===== config.mk =====
export PLATFORM = sky130hd
export DESIGN_NAME = chunked_addsub
export DESIGN_NICKNAME = d
export VERILOG_FILES = /design/src/rtl/chunked_addsub.sv
export SDC_FILE = /design/constraint.sdc
export NUM_CORES = 1
export LEC_CHECK = 0
export CAP_MARGIN = 20
export CORE_ASPECT_RATIO = 2
export CORE_MARGIN = 2
export CORE_UTILIZATION = 25
export DETAILED_ROUTE_END_ITERATION = 10
export HOLD_SLACK_MARGIN = 0.02
export PLACE_DENSITY = 0.54
export SYNTH_ARGS = -nofsm -noshare
export SYNTH_HDL_FRONTEND = slang
export SYNTH_SLANG_ARGS = --single-unit

===== constraint.sdc =====
create_clock -name clk -period 4.9 [get_ports clk]
set_input_delay 0.98 -clock clk [delete_from_list [all_inputs] [get_ports clk]]
set_output_delay 0.98 -clock clk [all_outputs]
set_load 0.01 [all_outputs]

===== src/rtl/chunked_addsub.sv =====
// Multi-cycle add/subtract: A + (sub ? ~B : B) + cin, CHUNK bits per cycle with a registered carry.
// Optional output saturation on signed overflow is built in when ADDSUB_SAT_EN is defined.
module chunked_addsub #(
    parameter int WIDTH = 16,
    parameter int CHUNK = 4
) (
    input  logic             clk,
    input  logic             rst_n,
    input  logic             in_valid,
    output logic             in_ready,
    input  logic [WIDTH-1:0] in_a,
    input  logic [WIDTH-1:0] in_b,
    input  logic             in_sub,
    input  logic             in_cin,
    output logic             out_valid,
    input  logic             out_ready,
    output logic [WIDTH-1:0] out_result,
    output logic             out_cout,
    output logic             out_ovf,
    output logic             out_zero,
    output logic [1:0]       dbg_state
);
    // Handshake: a transfer happens on a rising edge where valid && ready are both 1.
    // in_ready is high only in IDLE; out_valid is high only in DONE.
    localparam int NCHUNK = WIDTH / CHUNK;
    localparam int IDX_W  = (NCHUNK > 1) ? $clog2(NCHUNK) : 1;
    localparam logic [IDX_W-1:0] LAST_IDX = IDX_W'(NCHUNK - 1);

    typedef enum logic [1:0] {
        IDLE = 2'd0,
        CALC = 2'd1,
        DONE = 2'd2
    } state_t;

    state_t           state_q, state_d;
    logic [WIDTH-1:0] a_q, a_d;
    logic [WIDTH-1:0] b_q, b_d;
    logic             carry_q, carry_d;
    logic [IDX_W-1:0] idx_q, idx_d;
    logic [WIDTH-1:0] result_q, result_d;
    logic             cout_q, cout_d;
    logic             ovf_q, ovf_d;
    logic             zero_q, zero_d;

    logic [CHUNK:0]   csum;
    logic             msb_cin;
    logic             raw_ovf;
    logic [WIDTH-1:0] shifted;
    logic [WIDTH-1:0] final_res;

    always_ff @(posedge clk or negedge rst_n) begin
        if (!rst_n) begin
            state_q  <= IDLE;
            a_q      <= '0;
            b_q      <= '0;
            carry_q  <= 1'b0;
            idx_q    <= '0;
            result_q <= '0;
            cout_q   <= 1'b0;
            ovf_q    <= 1'b0;
            zero_q   <= 1'b0;
        end else begin
            state_q  <= state_d;
            a_q      <= a_d;
            b_q      <= b_d;
            carry_q  <= carry_d;
            idx_q    <= idx_d;
            result_q <= result_d;
            cout_q   <= cout_d;
            ovf_q    <= ovf_d;
            zero_q   <= zero_d;
        end
    end

    always_comb begin
        state_d  = state_q;
        a_d      = a_q;
        b_d      = b_q;
        carry_d  = carry_q;
        idx_d    = idx_q;
        result_d = result_q;
        cout_d   = cout_q;
        ovf_d    = ovf_q;
        zero_d   = zero_q;

        // Operands shift right each cycle, so the active chunk is always in the low bits
        // and the result fills in from the top.
        csum    = {1'b0, a_q[CHUNK-1:0]} + {1'b0, b_q[CHUNK-1:0]} + {{CHUNK{1'b0}}, carry_q};
        msb_cin = csum[CHUNK-1] ^ a_q[CHUNK-1] ^ b_q[CHUNK-1];
        raw_ovf = msb_cin ^ csum[CHUNK];
        shifted = result_q >> CHUNK;
        shifted[WIDTH-1 -: CHUNK] = csum[CHUNK-1:0];
        final_res = shifted;
`ifdef ADDSUB_SAT_EN
        // On the final chunk a_q[CHUNK-1] is the original sign bit of A.
        if (raw_ovf) begin
            final_res = {a_q[CHUNK-1], {(WIDTH-1){~a_q[CHUNK-1]}}};
        end
`endif

        case (state_q)
            IDLE: begin
                if (in_valid) begin
                    a_d      = in_a;
                    b_d      = in_sub ? ~in_b : in_b;
                    carry_d  = in_cin;
                    idx_d    = '0;
                    result_d = '0;
                    cout_d   = 1'b0;
                    ovf_d    = 1'b0;
                    zero_d   = 1'b0;
                    state_d  = CALC;
                end
            end
            CALC: begin
                a_d      = a_q >> CHUNK;
                b_d      = b_q >> CHUNK;
                carry_d  = csum[CHUNK];
                idx_d    = idx_q + IDX_W'(1);
                result_d = shifted;
                if (idx_q == LAST_IDX) begin
                    idx_d    = '0;
                    result_d = final_res;
                    cout_d   = csum[CHUNK];
                    ovf_d    = raw_ovf;
                    zero_d   = (final_res == '0);
                    state_d  = DONE;
                end
            end
            DONE: begin
                if (out_ready) begin
                    state_d = IDLE;
                end
            end
            default: state_d = IDLE;
        endcase
    end

    assign in_ready   = (state_q == IDLE);
    assign out_valid  = (state_q == DONE);
    assign out_result = result_q;
    assign out_cout   = cout_q;
    assign out_ovf    = ovf_q;
    assign out_zero   = zero_q;
    assign dbg_state  = state_q;
endmodule


* Word level (Yosys, flattened, before mapping)
Index checks and enable logic that the tools add are counted.
** Operators by class
- Add/subtract/negate cells :: 3
- Equal/unequal tests :: 6
- Muxes and demuxes :: 23
- Bitwise operators :: 4
- Reduce and logical (&&, ||, !) cells :: 6
** Operators by type and width (count)
- case mux 16 bit (2 select lines) :: 3
- 2-to-1 mux 16 bit :: 4
- zero test 16 bit :: 1
- NOT 16 bit :: 1
- 2-to-1 mux 2 bit :: 5
- case mux 1 bit (2 select lines) :: 4
- case mux 2 bit (3 select lines) :: 1
- AND reduction 3 bit :: 2
- adder 4 x 4 -> 5 bit :: 1
- adder 5 x 1 -> 5 bit :: 1
- 2-to-1 mux 1 bit :: 5
- == test 2 bit (second input constant) :: 2
- != test 2 bit (second input constant) :: 2
- case mux 2 bit (2 select lines) :: 1
- XOR 1 bit :: 3
- adder 2 x 1 -> 2 bit (second input constant) :: 1
- == test 2 x 1 -> 1 bit (second input constant) :: 1
- zero test 2 bit :: 1
- != test 2 x 1 -> 1 bit (second input constant) :: 1
- AND reduction 2 bit :: 1
- nonzero test 2 bit :: 1
** Word-level totals
- Register bits :: 56
- Input port bits :: 38
- Logic and storage cells :: 51

* Depth between registers and ports, before layout
Gate-level depths: netlist of run 1.
- Word-level depth :: 7
- Mapped depth :: 8
- Mapped depth without buffers :: 8

* Worst setup path before layout of run 1
No wires, ideal clock.
- Path kind :: register -> register
- Start :: register a_q[0]
- End :: register zero_q, in the netlist out_zero
- Arrival :: 2077 ps
- Path slack :: 2746 ps
- Stages on the path, launching flop included :: 9
- Path buffers :: 0
- Path through :: dfrtp_1 > inv_1 > fa_1 > inv_1 > fa_1 > nor4b_1 > nand4_1 > or3_1 > o21ai_1
** Between the ends
- Cells in the longest elaborated chain, start to end :: 5
** RTL lines
- start: declaration :: RTL line 36 : logic [WIDTH-1:0] a_q, a_d;
- start signal: assignment :: RTL line 54 : a_q <= '0;
- start signal: assignment :: RTL line 64 : a_q <= a_d;
- adder 4 x 4 -> 5 bit :: RTL line 88 : csum = {1'b0, a_q[CHUNK-1:0]} + {1'b0, b_q[CHUNK-1:0]} + {{CHUNK{1'b0}}, carry_q};
- adder 5 x 1 -> 5 bit :: RTL line 88
- zero test 16 bit :: RTL line 126 : zero_d = (final_res == '0);
- 2-to-1 mux 1 bit :: RTL line 121 : if (idx_q == LAST_IDX) begin
- case mux 1 bit (2 select lines) :: RTL line 101 : case (state_q)
- end signal: assignment :: RTL line 71 : zero_q <= zero_d;
- end: declaration :: RTL line 43 : logic zero_q, zero_d;
No other way between the ends. The select of a mux whose other input is x is not followed.
A chain may end at the register's enable or synchronous reset.

* Final worst setup path of run 1
- Start :: register state_q[0], in the netlist dbg_state[0]
- End :: output in_ready
** Between the ends
- Cells in the longest elaborated chain, start to end :: 1
** RTL lines
- start: declaration :: RTL line 35 : state_t state_q, state_d;
- start signal: assignment :: RTL line 63 : state_q <= state_d;
- zero test 2 bit :: RTL line 139 : assign in_ready = (state_q == IDLE);
- end: declaration :: RTL line 10 : output logic in_ready,
No other way between the ends.

==> results.cfg, run 1 <==
[status]
status = complete, no violations

[final_layout]
drive_gt1_share_pct = 5.19
layout_commonest_cell = clkdlybuf4s50_1
layout.nets = 390
layout_common_cells = clkdlybuf4s50_1, dfrtp_1, o21ai_0
fin_util_pct = 33.3
fin_area_sq_um = 3780
synthToLayoutAreaGrowth_pct = 29.6
diodes = 0

[clocking]
ctsHoldBuffers = 0
cts_max_path_buffers = 2
cts.clk_slew.worst_paths_ns = 0.07
clock_sinks = 56
post_cts_buffers = 0
cts_tree = done
root_buffer = clkbuf_16
cts_resized = 0
ctsHtreeMaxLevel = 2
clk_latency_ns = 0.30
cts_buffers = 5

[sta]
setup_ws_ns = 1.99
period_needed_ns = 2.91
finalSetupViolCount = 0
fin_tns_setup_ns = 0
rsz0062_at_grt = false
finClkSkew_ns = 0.00957
tightest_slew_ns = 0.862
maxSlewViolCount = 0
slew_headroom_pct = 42.5
min_period_over_period_pct = 59.4
hold_viol_final = 0
clock.fmax_ghz = 0.344

[floorplanning]
die_area_sq_um = 12600
dieWidth_um = 80.4
die_h_um = 157
rows = 55
start_util_pct = 25.7
core_sq_um = 11400
io_pins = 61

[placement]
place_congestion = 0.763
port_buffers = 60
post-place-ws_ns = 1.83
placed_area_sq_um = 3630
hpwl_mm = 5.28

[worst_hold_path]
min_from = out_ovf$_DFFE_PN0P_
hp-class = reg -> reg

[pwr]
clkPwrFrac_pct = 17.5
seq_power_share_pct = 39.8
p_leak_nw = 1.60
power_density_nw_per_um2 = 566
vdd_drop_max_mv = 0.166
combPwrFrac_pct = 42.8
internal_power_w = 0.00131
netSwitchingFraction_pct = 39.0
switching_power_w = 0.000836

[worst_setup_path]
worst_setup_path_end_kind = output port
max_stage_delay_ns = 0.90
cp_top_family = flip-flops
critPathKind = reg -> out
critPathLaunchType = register
critical_path_buf_inv_count = 1
cp_cell_sequence = nor2_1, clkdlybuf4s50_1
cp_slowest_cell = dfrtp_1
crit_arrival_ns = 1.93
worstSetupStartpoint = dbg_state[0]$_DFFE_PN0P_
path_max_fanout = 29
r2r-start = a_q[0]$_DFFE_PN0P_
critPathRequiredTime_ns = 3.92

[grt]
overflow = 0
grt_pass1_vias = 2375
grt_usage_pct = 12.9
grt_max_degree = 57
antenna_found_initial = 0
grt_pass1_wl_mm = 12.5

[logic_synthesis]
synth_area_per_cell_sq_um = 9.83
yosys_warnings = 0
synth_edf_count = 0
ys_ff_latch = 56
syn_area_sq_um = 2920
postSynth.asyncResetShare_pct = 100
seq_area_frac_synth_pct = 48.0
synth_cell_type_count = 33
syn-num-nets = 341
ys.flop_type = dfrtp_1
synthCells = 297

[route]
detail-route-antenna-nets = 0
viasPerCell = 4.84
wl_mm = 7.59
dr.pass1.iters = 5
wl_per_cell_um = 15.5
vias = 2367
drc = 0
drt-initial-drc-count = 106

[job]
max_cap_violations = 0
[power by group through the flow]
| stage | logic, W | clock network [W] | registers, W |
|---|---|---|---|
| after floorplan | 0.000610 | 0 | 0.000805 |
| after global placement | 0.000917 | 0 | 0.000857 |
| after detailed placement | 0.000929 | 0 | 0.000865 |
| after CTS | 0.000934 | 0.000384 | 0.000858 |
| after global routing | 0.00103 | 0.000403 | 0.000889 |
| final | 0.000917 | 0.000374 | 0.000852 |
[path summary, 6_finish.rpt]
path / end / slack [ns] / cells past startpoint
worst max-delay path: in_ready / 1.99 / 2
worst min-delay path: out_ovf$_DFFE_PN0P_ / 0.48 / 2
worst max register to register: out_zero$_DFFE_PN0P_ / 2.49 / 8
worst min register to register: out_ovf$_DFFE_PN0P_ / 0.48 / 2
max in group asynchronous: dbg_state[0]$_DFFE_PN0P_ / 3.60 / 2
min in group asynchronous: a_q[12]$_DFFE_PN0P_ / 0.80 / 2
[sequential cells by signal (all words and copies together) (netlist names)]
| register | count |
|---|---|
| out_result | 16 |
| out_ovf | 1 |
| a_q | 16 |
| dbg_state | 2 |
| out_zero | 1 |
| idx_q | 2 |
| out_cout | 1 |
| carry_q | 1 |
| b_q | 16 |
[through the flow]
step	hold WS (ns)	cells	total power (W)
after floorplan	0.463	297	0.00142
after global placement	0.481	481	0.00177
after detailed placement	0.470	481	0.00179
after CTS	0.484	489	0.00218
after global routing	0.524	489	0.00232
final	0.479	489	0.00214
[logic make-up after synthesis]
| logic type | Yosys count | synth area share (%) |
|---|---|---|
| fa+ha+maj | 6 | 3.08 |
| buf+inv | 31 | 4.71 |
| simple gates | 64 | 12.1 |
| compound gates | 122 | 26.7 |
| xor+xnor | 18 | 5.40 |
| flops | 56 | 48.0 |
[final cells by class]
cell class / count / area, sq um
clock buffers: 5 / 125
clock inverters: 3 / 26.3
fillers: 1178 / 7570
inverters: 7 / 26.3
multi-input cells: 210 / 1390
flip-flops and latches: 56 / 1400
well taps: 142 / 178
repair buffers: 66 / 641
[layer usage]
| metal | vias to the layer above | global-route usage (%) | share of wire [%] |
|---|---|---|---|
| li1 | 1157 | - | - |
| met1 | 1138 | 15.3 | 38 |
| met5 | - | 0 | 0 |
| met4 | 0 | 6.38 | 3.3 |
| met3 | 13 | 1.73 | 3.1 |
| met2 | 59 | 22.3 | 55 |
[cells in the mapped netlist (3+ instances only)]
cell | number | area, sq um
a21oi_1 | 33 | 165
a22o_1 | 19 | 166
a22oi_1 | 24 | 180
a2bb2oi_1 | 3 | 26.3
buf_2 | 11 | 55.1
clkbuf_1 | 10 | 37.5
dfrtp_1 | 56 | 1400
ha_1 | 4 | 50.1
inv_1 | 7 | 26.3
nand2_1 | 16 | 60.1
nor2_1 | 4 | 15.0
nor2b_1 | 32 | 200
o21ai_0 | 35 | 175
xor2_1 | 18 | 158
[worst register-to-register path: stages, from the launching register on]
cell     delay [ns]
dfrtp_1        0.35
inv_1          0.08
fa_1           0.43
inv_1          0.08
fa_1           0.45
nor4b_1        0.33
nand4_1        0.17
or3_1          0.34
o21ai_1        0.12
Power figures use the tool's default switching activity.
==> run 2, diff against run 1 <==
- PLACE_DENSITY: 0.54 -> 0.56
- clock period: 4.9 -> 2.51 ns (I/O delays scaled with it)
==> run 2 against run 1 <==
Against the previous run:
- cell count is 0.82% higher
- critical path type is now reg -> reg
- count of clock-buffer cells in the layout unchanged
- largest power group unchanged
- register-to-register slack got worse by 2.3 ns
- critical endpoint is now out_zero$_DFFE_PN0P_
==> results.cfg, run 2 (synthesized netlist as in run 1, its figures left out) <==
[floorplanning]
die_h_um = 157
core_sq_um = 11400
start_util_pct = 25.7
rows = 55
dieWidth_um = 80.4
io_pins = 61
die_area_sq_um = 12600

[clocking]
clk_latency_ns = 0.30
post_cts_buffers = 0
ctsHtreeMaxLevel = 2
cts_max_path_buffers = 2
cts_buffers = 5
cts_tree = done
cts_resized = 0
clock_sinks = 56
root_buffer = clkbuf_16
ctsHoldBuffers = 0
cts.clk_slew.worst_paths_ns = 0.07

[route]
wl_mm = 7.81
drc = 0
wl_per_cell_um = 15.8
vias = 2411
drt-initial-drc-count = 109
detail-route-antenna-nets = 0
dr.pass1.iters = 4
viasPerCell = 4.89

[placement]
port_buffers = 60
hpwl_mm = 5.66
place_congestion = 0.822

[grt]
grt_max_degree = 41
grt_pass1_wl_mm = 12.5
overflow = 0
antenna_found_initial = 0
grt_pass1_vias = 2402
grt_usage_pct = 13.0

[final_layout]
layout.nets = 394
synthToLayoutAreaGrowth_pct = 30.8
layout_common_cells = clkdlybuf4s50_1, dfrtp_1, o21ai_0
layout_commonest_cell = clkdlybuf4s50_1
drive_gt1_share_pct = 6.27
nFillCells = 1161
diodes = 0

[worst_setup_path]
r2r_end = out_zero$_DFFE_PN0P_
critical_path_buf_inv_count = 2
worstSetupStartpoint = a_q[0]$_DFFE_PN0P_
crit_arrival_ns = 2.56
r2r-start = a_q[0]$_DFFE_PN0P_
critPathRequiredTime_ns = 2.74
critPathKind = reg -> reg
worstRegToRegCells = 8
max_stage_delay_ns = 0.44
path_max_fanout = 2
cp_cell_sequence = inv_1, fa_1, inv_1, fa_1, nor4b_1, nand4_1, or3_1, o21ai_1
critPathLaunchType = register
regToRegSetupSlack_ns = 0.18
cp_slowest_cell = fa_1
cp_top_family = adder cells
worst_setup_path_end_kind = register

[sta]
slew_headroom_pct = 48.0
holdWs_ns = 0.154
tightest_slew_ns = 0.780
finClkSkew_ns = 0.00227
min_period_over_period_pct = 92.7
clock.fmax_ghz = 0.430
period_needed_ns = 2.33
rsz0062_at_grt = false
maxSlewViolCount = 0
fin_tns_setup_ns = 0
hold_viol_final = 0
finalSetupViolCount = 0

[worst_hold_path]
hp-class = in -> async

[job]
max_cap_violations = 0

[pwr]
p_leak_nw = 1.63
power_w = 0.00423
power_density_nw_per_um2 = 1110
vdd_drop_max_mv = 0.475

[status]
status = complete, no violations
## run 2: cell types whose count changed in the layout (fill, tap and decap cells not counted), sizes merged
cell and change:
clkinv +1, clkinvlp -1, buf +4
## run 2: final cells by class
| cell class | count | area [sq um] | share of cell area (%) |
|---|---|---|---|
| Clock buffer | 5 | 125 | 3.27 |
| Clock inverter | 3 | 21.3 | 0.557 |
| Inverter | 7 | 26.3 | 0.688 |
| Multi-Input combinational cell | 210 | 1390 | 36.3 |
| Sequential cell | 56 | 1400 | 36.7 |
| Tap cell | 142 | 178 | 4.65 |
| Timing Repair Buffer | 70 | 683 | 17.9 |
## run 2: where the power goes
part / total (W) / switching (W) / internal, W
Sequential: 0.00158 / 0.000315 / 0.00127
Combinational: 0.00193 / 0.000998 / 0.000932
Clock: 0.000718 / 0.000345 / 0.000373
Total: 0.00423 / 0.00166 / 0.00257
## run 2: worst max-delay path by stage
stage / end / slack (ns) / depth (start not counted)
after floorplan: out_zero$_DFFE_PN0P_ / 0.36 / 8
final: out_zero$_DFFE_PN0P_ / 0.18 / 8
after global placement: out_zero$_DFFE_PN0P_ / 0.27 / 8
after global routing: out_zero$_DFFE_PN0P_ / 0.07 / 8
after CTS: out_zero$_DFFE_PN0P_ / 0.18 / 8
after detailed placement: out_zero$_DFFE_PN0P_ / 0.21 / 8
## run 2: per-layer routing
layer	vias up	track usage, %	part of all wire (%)	routed length (um)
met5	-	0	0	0
met4	0	6.46	3.5	274
met3	13	2.60	3.5	277
met2	48	21.5	52	4070
met1	1185	15.6	41	3190
li1	1165	-	-	-
## run 2: stage by stage
step | worst slack, ns | instances | utilization, % | instance area (sq um)
finish | 0.184 | 493 | 33.7 | 3820
global route | 0.0718 | 493 | 33.7 | 3820
CTS | 0.179 | 493 | 33.7 | 3820
detailed placement | 0.205 | 485 | 32.4 | 3670
global placement | 0.271 | 485 | 32.4 | 3670
floorplan | 0.356 | 297 | - | 2920
## run 2: worst reg2reg max path, delay by kind of cell, from the launching register on
family                     cells  cell delay [ns]
adders and majority gates      2             0.87
DFF                            1             0.34
and+or+nand+nor                3             0.78
buffers and inverters          2             0.15
AOI/OAI and AO/OA              1             0.12
==> run 3, diff against run 2 <==
- CTS_CLUSTER_SIZE: default -> 20
- RECOVER_POWER: default -> 100
==> run 3 against run 2 <==
Against the previous run:
- register-to-register slack about the same
- count of clock-buffer cells in the layout unchanged
- final area decreased by 0.69%
- highest routed layer is now met5
- largest cell class unchanged
- critical endpoint unchanged
- via count decreased by 0.21%
- maximum frequency about the same
- wire length decreased by 0.58%
==> results.cfg, run 3 (synthesized netlist as in run 1, its figures left out) <==
[route]
wl_per_cell_um = 15.7
detail-route-antenna-nets = 0
dr.pass1.iters = 4
drc = 0
wl_mm = 7.76
drt-initial-drc-count = 107
vias = 2406
viasPerCell = 4.88

[floorplanning]
io_pins = 61
dieWidth_um = 80.4
die_area_sq_um = 12600
rows = 55
start_util_pct = 25.7
die_h_um = 157
core_sq_um = 11400

[final_layout]
layout_common_cells = dfrtp_1, o21ai_0, clkdlybuf4s50_1
nFillCells = 1165
synthToLayoutAreaGrowth_pct = 29.9
diodes = 0
fin_util_pct = 33.4
drive_gt1_share_pct = 5.13
layout.nets = 394
layout_commonest_cell = dfrtp_1

[grt]
antenna_found_initial = 1
grt_pass1_wl_mm = 12.5
overflow = 0
grt_usage_pct = 13.0
grt_max_degree = 41
grt_pass1_vias = 2402

[worst_setup_path]
path_max_fanout = 2
critPathLaunchType = register
worst_setup_path_end_kind = register
regToRegSetupSlack_ns = 0.18
worstSetupStartpoint = a_q[0]$_DFFE_PN0P_
crit_arrival_ns = 2.56
r2r_end = out_zero$_DFFE_PN0P_
worstRegToRegCells = 8
critPathRequiredTime_ns = 2.74
r2r-start = a_q[0]$_DFFE_PN0P_
critPathKind = reg -> reg

[pwr]
power_density_nw_per_um2 = 1100
combPwrFrac_pct = 44.8
p_leak_nw = 1.67
seq_power_share_pct = 37.9
switching_power_w = 0.00165
netSwitchingFraction_pct = 39.7
internal_power_w = 0.00251
clkPwrFrac_pct = 17.3
vdd_drop_max_mv = 0.459

[placement]
hpwl_mm = 5.66
port_buffers = 60
place_congestion = 0.822

[worst_hold_path]
hp-class = in -> async

[clocking]
ctsHtreeMaxLevel = 2
post_cts_buffers = 0
clk_latency_ns = 0.30
cts_tree = done
ctsHoldBuffers = 0
clock_sinks = 56
cts_max_path_buffers = 2
cts_resized = 0
cts.clk_slew.worst_paths_ns = 0.07
cts_buffers = 5
root_buffer = clkbuf_16

[job]
max_cap_violations = 0

[sta]
hold_viol_final = 0
min_period_over_period_pct = 92.7
tightest_slew_ns = 1.09
finClkSkew_ns = 0.00326
finalSetupViolCount = 0
slew_headroom_pct = 27.5
clock.fmax_ghz = 0.430
rsz0062_at_grt = false
maxSlewViolCount = 0
fin_tns_setup_ns = 0
period_needed_ns = 2.33

[status]
status = complete, no violations
## run 3: changes by cell type in the layout (fill, tap and decap cells not counted)
| cell | before | now |
|---|---|---|
| and2_1 | 1 | 0 |
| buf_4 | 9 | 7 |
| nor2b_1 | 30 | 31 |
| dlygate4sd3_1 | 0 | 24 |
| and2_0 | 0 | 1 |
| clkbuf_1 | 0 | 3 |
| nor2b_2 | 2 | 1 |
| clkbuf_2 | 0 | 1 |
| buf_12 | 1 | 0 |
| buf_2 | 1 | 0 |
| clkdlybuf4s50_1 | 59 | 35 |
## run 3: metrics by stage
stage / setup WS [ns] / cells / hold WS, ns / total power (W) / cell area (sq um)
after floorplan: 0.356 / 297 / 0.206 / 0.00276 / 2920
after global placement: 0.271 / 485 / 0.478 / 0.00349 / 3670
after detailed placement: 0.205 / 485 / 0.483 / 0.00355 / 3670
after CTS: 0.179 / 493 / 0.171 / 0.00427 / 3820
after global routing: 0.0716 / 493 / 0.469 / 0.00446 / 3790
final: 0.184 / 493 / 0.377 / 0.00416 / 3790
## run 3: worst max-delay path, stage by stage (launching register included)
cell	delay, ns
dfrtp_1	0.34
inv_1	0.07
fa_1	0.44
inv_1	0.08
fa_1	0.43
nor4b_1	0.33
nand4_1	0.12
or3_1	0.32
o21ai_1	0.12
## run 3: layout make-up
type | instances | area, sq um | share of cell area [%]
flip-flops and latches | 56 | 1400 | 36.9
inverters | 7 | 26.3 | 0.692
clock inverters | 3 | 21.3 | 0.561
multi-input cells | 210 | 1380 | 36.5
clock buffers | 5 | 125 | 3.30
repair buffers | 70 | 659 | 17.4
well taps | 142 | 178 | 4.68
## run 3: how the worst max path moves through the flow
stage                                 to  slack (ns)  cells past startpoint
floorplan           out_zero$_DFFE_PN0P_        0.36                      8
global placement    out_zero$_DFFE_PN0P_        0.27                      8
detailed placement  out_zero$_DFFE_PN0P_        0.21                      8
CTS                 out_zero$_DFFE_PN0P_        0.18                      8
global route        out_zero$_DFFE_PN0P_        0.07                      8
finish              out_zero$_DFFE_PN0P_        0.18                      8
## run 3: routing by layer
layer | share of wire [%] | GRT usage [%] | vias to the layer above
met5 | 0.17 | 0 | -
met4 | 3.6 | 6.46 | 2
met3 | 3.7 | 2.60 | 15
met2 | 52 | 21.5 | 51
met1 | 41 | 15.6 | 1171
li1 | - | - | 1167
## run 3: power by group through the flow
stage / sequential [W] / combinational [W] / clock [W]
finish: 0.00158 / 0.00186 / 0.000719
global route: 0.00163 / 0.00207 / 0.000763
CTS: 0.00158 / 0.00195 / 0.000729
detailed placement: 0.00160 / 0.00195 / 0
global placement: 0.00158 / 0.00191 / 0
floorplan: 0.00157 / 0.00119 / 0
